`config.mk`:
```
export PLATFORM = sky130hd
export DESIGN_NAME = bitstream_serializer_flat
export DESIGN_NICKNAME = d
export VERILOG_FILES = /design/src/rtl/bitstream_serializer_if.sv /design/src/rtl/bitstream_serializer.sv /design/src/flat_wrapper.sv
export SDC_FILE = /design/constraint.sdc
export NUM_CORES = 1
export LEC_CHECK = 0
export BUFFER_PORTS_ARGS = -buffer_cell sky130_fd_sc_hd__buf_2
export CELL_PAD_IN_SITES_DETAIL_PLACEMENT = 1
export CELL_PAD_IN_SITES_GLOBAL_PLACEMENT = 1
export CORE_UTILIZATION = 37
export CTS_CLUSTER_DIAMETER = 150
export DETAILED_ROUTE_END_ITERATION = 6
export GPL_ROUTABILITY_DRIVEN = 0
export PLACE_DENSITY = 0.77
export SLEW_MARGIN = 20
export SYNTH_ARGS = -nofsm -noshare
export SYNTH_HDL_FRONTEND = slang
export SYNTH_SLANG_ARGS = --single-unit
```
`constraint.sdc`:
```
create_clock -name iCLK -period 1.46 [get_ports iCLK]
set_input_delay 0 -clock iCLK [delete_from_list [all_inputs] [get_ports iCLK]]
set_output_delay 0 -clock iCLK [all_outputs]
set_load 0.05 [all_outputs]
```
`src/rtl/bitstream_serializer_if.sv`:
```
// Word handshake plus serial output bundle for bitstream_serializer.
interface bitstream_serializer_if #(
  parameter int unsigned WIDTH = 8
);
  logic [WIDTH-1:0] iDATA;
  logic             iVALID;
  logic             oREADY;
  logic             oOUT;
  logic             oVALID;

  modport master (
    output iDATA,
    output iVALID,
    input  oREADY,
    input  oOUT,
    input  oVALID
  );

  modport slave (
    input  iDATA,
    input  iVALID,
    output oREADY,
    output oOUT,
    output oVALID
  );
endinterface

```
`src/rtl/bitstream_serializer.sv`:
```
// MSB-first parallel-to-serial shifter, one bit per clock, valid/ready word input.
// Define BITSTREAM_SERIALIZER_SKID_EN to add a one-word skid register for gapless streaming.
module bitstream_serializer #(
  parameter int unsigned WIDTH = 8
) (
  input  logic                  iCLK,
  input  logic                  iRST,
  bitstream_serializer_if.slave bus
);

  localparam int unsigned CntW = (WIDTH > 1) ? $clog2(WIDTH) : 1;
  localparam logic [CntW-1:0] LastCnt = CntW'(WIDTH - 1);

  typedef enum logic [0:0] {StIdle, StShift} state_e;

  state_e           stateQ, stateD;
  logic [WIDTH-1:0] shregQ, shregD;
  logic [CntW-1:0]  cntQ, cntD;
  logic             ready;
  logic             accept;
  logic             lastBit;

`ifdef BITSTREAM_SERIALIZER_SKID_EN
  logic [WIDTH-1:0] skidQ, skidD;
  logic             skidFullQ, skidFullD;

  assign ready = ~skidFullQ;
`else
  assign ready = (stateQ == StIdle);
`endif

  assign accept  = bus.iVALID & ready;
  assign lastBit = (stateQ == StShift) && (cntQ == LastCnt);

  always_comb begin
    stateD = stateQ;
    shregD = shregQ;
    cntD   = cntQ;
`ifdef BITSTREAM_SERIALIZER_SKID_EN
    skidD     = skidQ;
    skidFullD = skidFullQ;
`endif
    unique case (stateQ)
      StIdle: begin
        if (accept) begin
          stateD = StShift;
          shregD = bus.iDATA;
          cntD   = '0;
        end
      end
      StShift: begin
        // Zero-fill leaves shregQ all-zero once the LSB has gone out, so oOUT idles low.
        shregD = shregQ << 1;
        cntD   = cntQ + CntW'(1);
        if (lastBit) begin
          stateD = StIdle;
          cntD   = '0;
`ifdef BITSTREAM_SERIALIZER_SKID_EN
          if (skidFullQ) begin
            stateD    = StShift;
            shregD    = skidQ;
            skidFullD = 1'b0;
          end else if (accept) begin
            // Word arriving on the LSB edge goes straight to the shifter: no gap.
            stateD = StShift;
            shregD = bus.iDATA;
          end
`endif
        end
`ifdef BITSTREAM_SERIALIZER_SKID_EN
        if (accept && !lastBit) begin
          skidD     = bus.iDATA;
          skidFullD = 1'b1;
        end
`endif
      end
      default: stateD = StIdle;
    endcase
  end

  always_ff @(posedge iCLK) begin
    if (iRST) begin
      stateQ <= StIdle;
      shregQ <= '0;
      cntQ   <= '0;
`ifdef BITSTREAM_SERIALIZER_SKID_EN
      skidQ     <= '0;
      skidFullQ <= 1'b0;
`endif
    end else begin
      stateQ <= stateD;
      shregQ <= shregD;
      cntQ   <= cntD;
`ifdef BITSTREAM_SERIALIZER_SKID_EN
      skidQ     <= skidD;
      skidFullQ <= skidFullD;
`endif
    end
  end

  assign bus.oOUT   = shregQ[WIDTH-1];
  assign bus.oVALID = (stateQ == StShift);
  assign bus.oREADY = ready;

endmodule

```
`src/flat_wrapper.sv`:
```
// flat-port wrapper written by rule: the top's interface ports become plain ports
module bitstream_serializer_flat 
#(
  parameter int unsigned WIDTH = 8
)
  (iCLK, iRST, bus_iDATA, bus_iVALID, bus_oREADY, bus_oOUT, bus_oVALID);
  bitstream_serializer_if #(.WIDTH(WIDTH)) bus_i ();
  input  logic iCLK;
  input  logic iRST;
  input wire logic [$bits(bus_i.iDATA)-1:0] bus_iDATA;
  input wire logic [$bits(bus_i.iVALID)-1:0] bus_iVALID;
  output wire logic [$bits(bus_i.oREADY)-1:0] bus_oREADY;
  output wire logic [$bits(bus_i.oOUT)-1:0] bus_oOUT;
  output wire logic [$bits(bus_i.oVALID)-1:0] bus_oVALID;
  assign bus_i.iDATA = bus_iDATA;
  assign bus_i.iVALID = bus_iVALID;
  assign bus_oREADY = bus_i.oREADY;
  assign bus_oOUT = bus_i.oOUT;
  assign bus_oVALID = bus_i.oVALID;
  bitstream_serializer #(.WIDTH(WIDTH)) u_core (.iCLK(iCLK), .iRST(iRST), .bus(bus_i));
endmodule
```
### Word-level counts from Yosys, hierarchy flattened

Cells that the tools add are included.

| word-level totals | value |
|---|---|
| register bits after elaboration | 12 |
| output and inout port bits | 3 |
| logic and storage cells | 17 |
| bits of input ports | 11 |

| cells by class | value |
|---|---|
| eq/ne operators | 2 |
| add/subtract/negate cells | 1 |
| mux-type cells | 8 |
| bitwise logic cells | 2 |
| reduce and logical (&&, ||, !) cells | 1 |

Operators with widths:

| operator | count |
|---|---|
| 8-bit case mux with 2 select lines | 1 |
| 8-bit 2-to-1 mux | 1 |
| 3-bit 2-to-1 mux | 2 |
| 3-bit case mux with 2 select lines | 1 |
| 3-bit by 1-bit adder with 3-bit output (second input constant) | 1 |
| 3-bit equality test (second input constant) | 1 |
| 1-bit 2-to-1 mux | 2 |
| 2-bit != test (second input constant) | 1 |
| 1-bit case mux with 2 select lines | 1 |
| 1-bit bitwise AND | 1 |
| 1-bit logical AND | 1 |
| 1-bit NOT | 1 |

### Longest topological paths before layout

| logic depth | value |
|---|---|
| depth in word-level cells | 4 |
| depth in mapped cells | 4 |
| gate-level depth less buffers | 4 |

### Least setup slack after synthesis

Ideal clock, no wire load.

| path | value |
|---|---|
| path kind | register to register |
| start point | register u_core.stateQ (netlist: u_core.bus.oVALID) |
| end point | register u_core.shregQ[2] |
| buffers on the path | 1 |
| required time | 1374 ps |
| stages on the path, launching flop included | 4 |
| clock period less this slack | 1371 ps |
| setup time | 86 ps |
| setup slack | 89 ps |
| arrival | 1286 ps |
| path through | dfxtp_1 buf_4 inv_2 a211oi_1 |

| between the ends | value |
|---|---|
| cells in the longest elaborated chain, start to end | 3 |
| elaborated cells on any way between the ends | 4 |
| classes of those cells | eq/ne (1); mux (1); bitwise (2) |

RTL lines:

| element | RTL line | text |
|---|---|---|
| from (decl) | bitstream_serializer.sv:16 | `state_e stateQ, stateD;` |
| from (signal assigned) | bitstream_serializer.sv:83 | `stateQ <= StIdle;` |
| from (signal assigned) | bitstream_serializer.sv:91 | `stateQ <= stateD;` |
| 1-bit NOT (*) | - |  |
| named net bus_oREADY | flat_wrapper.sv:12 | `output wire logic [$bits(bus_i.oREADY)-1:0] bus_oREADY;` |
| 1-bit bitwise AND | bitstream_serializer.sv:32 | `assign accept = bus.iVALID & ready;` |
| 2-bit != test (no source line) | - |  |
| to (signal assigned) | bitstream_serializer.sv:92 | `shregQ <= shregD;` |
| to (decl) | bitstream_serializer.sv:17 | `logic [WIDTH-1:0] shregQ, shregD;` |

The timed path passes the listed nets; every way through them passes the cells marked *.
A chain may end at the register's enable or synchronous reset.

### Worst setup path after layout

| path | value |
|---|---|
| start point | register u_core.stateQ (netlist: u_core.bus.oVALID) |
| end point | output port bus_oREADY |

| between the ends | value |
|---|---|
| cells in the longest elaborated chain, start to end | 1 |

RTL lines:

| element | RTL line |
|---|---|
| 1-bit NOT | - |
| to (decl) | flat_wrapper.sv:12 |

No other way between the ends.

==> results.toml <==
[run_status]
outcome = "finished, final reports clean"

[critical_path]
crit_fanout = 18
timing.reg2reg.worst_path_depth = 4
worst_setup_startpoint = "u_core.bus.oVALID"
r2r_end = "u_core.cntQ[0]"
crit_path_end_kind = "output pin"
crit_type = "flop to output pin"
regToRegStartpoint = "u_core.cntQ[0]"
reg2reg_slack_ps = 210
crit_arrival_ps = 1330
timing.critical_path.required_ps = 1460
timing.critical_path.from_type = "flop"

[sta]
final_min_period_over_clock_period_pct = 91.2
normalized_max_slew_margin_pct = 67.3
report.final.setup_viol = 0
report.final.slew_viol_count = 0
fin_clk_skew_ps = 2.94
rsz_0062_raised_after_global_routing = "false"
tightestPinTransition_ps = 490
finalSetupTns_ps = 0
finalCriticalPeriod_ps = 1330
report.final.hold_viol_count = 0
fmaxAchievable_mhz = 751

[synth]
mean_cell_area_of_the_mapped_netlist_um2 = 10.5
synth-main-ff-cell = "sky130_fd_sc_hd__dfxtp_1"
netlist.area_leader.share_pct = 43.1
ys_types = 14
yosys_register_bits = 12
synth_top_area_cell = "sky130_fd_sc_hd__dfxtp_1"
netlist_top_cells_area = "sky130_fd_sc_hd__dfxtp_1 (43%), sky130_fd_sc_hd__mux2i_1 (14%), sky130_fd_sc_hd__a211oi_1 (9.4%)"
yosysWarningCount = 0
ys_async_sr_fraction_pct = 0
yosysSeqAreaShare_pct = 43.1
top_count_cell_post_synth = "sky130_fd_sc_hd__dfxtp_1"
synth_common_cells = "sky130_fd_sc_hd__dfxtp_1 (12), sky130_fd_sc_hd__mux2i_1 (8), sky130_fd_sc_hd__a211oi_1 (7), sky130_fd_sc_hd__nor2b_1 (7)"
syn_nets = 66
mappedNetlistArea_um2 = 557
postSynthCellCount = 53
synth_edf_count = 0

[placement]
dpl.hpwl_um = 704
place_inst = 78
io_buffers = 13
place_area_um2 = 617

[finish]
antenna_cells = 0
area_delta_synth_final_pct = 17.3
fin_area_um2 = 653
final_net_count = 81
post_route_cells_drive_above_1_share_pct = 26.9
post_layout_nonfiller_instances = 82
utilization_pct = 48.4

[grt]
global_route.usage.total_pct = 15.3
first_pass_grt_wire_length_mm = 1.59
grt_antenna_before_repair = 0
overflow = 0
pin_count_of_the_biggest_net_entering_global_routing = 19
via_count_of_the_first_global_routing_pass = 370

[clock_tree]
insertion_delay_ps = 270
clock_sink_count = 12
post_cts_resized = 0
numCtsBuffers = 3
tritoncts = "done"
clk_transition_reported_paths_ps = 80
postCtsHoldBufs = 0
ctsHtreeMaxLevel = 1
number_of_buffers_inserted_by_post_cts_setup_repair = 0
clock-root-buffer = "sky130_fd_sc_hd__clkbuf_4"
cts_buffer_depth = 2

[routing]
wirelength_mm = 1.01
drtPass1Iterations = 3
routed-via-count = 425
drt_drc_violations_left = 0
route.detailed.vias_per_inst = 5.18
wirelength_per_cell_um = 12.4
dr.first_iter.drc_count = 4
final_antenna_net_count = 0

[power_and_ir_drop]
vdd_drop_max_mv = 0.567
pwr_density_cell_nw_per_um2 = 1150
p_leak_nw = 0.291
total_power_mw = 0.751

[floorplan]
die_h_um = 40.8
core.rowCount = 13
die_area_um2 = 1660
fp.dieW_um = 40.8
initial_utilization_pct = 41.2
design.core.area_um2 = 1350
floorplan.io_pins = 14

[job]
cap_viol_max_count = 0

[min_path]
hold-path-cell-count = 3
min_from = "bus_iDATA[0]"
hold_class = "input port to flop"
hold-path-endpoint = "u_core.shregQ[0]"
[metrics by stage]
stage / setup slack [ps] / hold slack [ps]
floorplan: 88.8 / 72.8
global placement: 247 / 300
detailed placement: 219 / 313
CTS: 104 / 16.8
global route: 26.8 / 26.8
finish: 128 / 19.7
[worst max path at each step]
stage                             to  slack [ps]
finish                    bus_oREADY         130
global route              bus_oREADY          30
CTS                       bus_oREADY         100
detailed placement    u_core.cntQ[0]         220
global placement      u_core.cntQ[0]         250
floorplan           u_core.shregQ[2]          90
[critical path, cell delays in order (launching register included)]
cell and delay (ps):
sky130_fd_sc_hd__dfxtp_1 630, sky130_fd_sc_hd__inv_2 170, sky130_fd_sc_hd__buf_2 250
[cells by family (layout without fill, tap and decap cells)]
family | after synthesis | count (layout) | synth area share, %
compound gates | 11 | 11 | 13.0
mux | 8 | 8 | 14.4
fa+ha+maj | 2 | 2 | 4.49
flops | 12 | 12 | 43.1
buf+inv | 4 | 18 | 4.94
simple gates | 16 | 16 | 20.0
[cell usage in the layout (no fill, tap or decap)]
cell type                  netlist  layout
sky130_fd_sc_hd__clkbuf_4        0       3
sky130_fd_sc_hd__inv_2           1       1
sky130_fd_sc_hd__nor2b_1         7       7
sky130_fd_sc_hd__clkbuf_8        0       1
sky130_fd_sc_hd__buf_2           1      13
sky130_fd_sc_hd__nand2b_1        2       2
sky130_fd_sc_hd__or3b_1          4       4
sky130_fd_sc_hd__ha_1            2       2
sky130_fd_sc_hd__dfxtp_1        12      12
sky130_fd_sc_hd__a211oi_1        7       7
sky130_fd_sc_hd__mux2i_1         8       8
sky130_fd_sc_hd__nor3_1          1       1
sky130_fd_sc_hd__nand3b_1        2       2
sky130_fd_sc_hd__a21oi_1         4       4
[flip-flops by register name, summed over array words and instances (netlist names)]
name               flops
u_core.bus.oVALID      1
u_core.cntQ            3
u_core.shregQ          8
[routing by layer]
metal | share of wire (%) | up-vias | track usage [%] | wire length (µm)
met5 | 0 | - | 0 | 0
met4 | 0 | 0 | 7.50 | 0
met3 | 6.3 | 0 | 8.15 | 64
met2 | 45 | 12 | 23.8 | 456
met1 | 49 | 192 | 16.7 | 492
li1 | - | 221 | - | -
[power by group]
| part | internal, mW | leakage (nW) | total (mW) | switching, mW |
|---|---|---|---|---|
| sequential | 0.353 | 0.0990 | 0.373 | 0.0203 |
| clock | 0.152 | 0.0210 | 0.263 | 0.111 |
| combinational | 0.0489 | 0.171 | 0.114 | 0.0656 |
| total | 0.553 | 0.291 | 0.751 | 0.197 |
[final cells by class]
cell class	instances	area, µm²
clock buffer	4	36.3
fill	171	697
inverter	1	3.75
multi-input combinational	37	289
sequential	12	240
tap	15	18.8
timing repair buffer	13	65.1
Note: power is estimated with default switching activity, not from simulation.
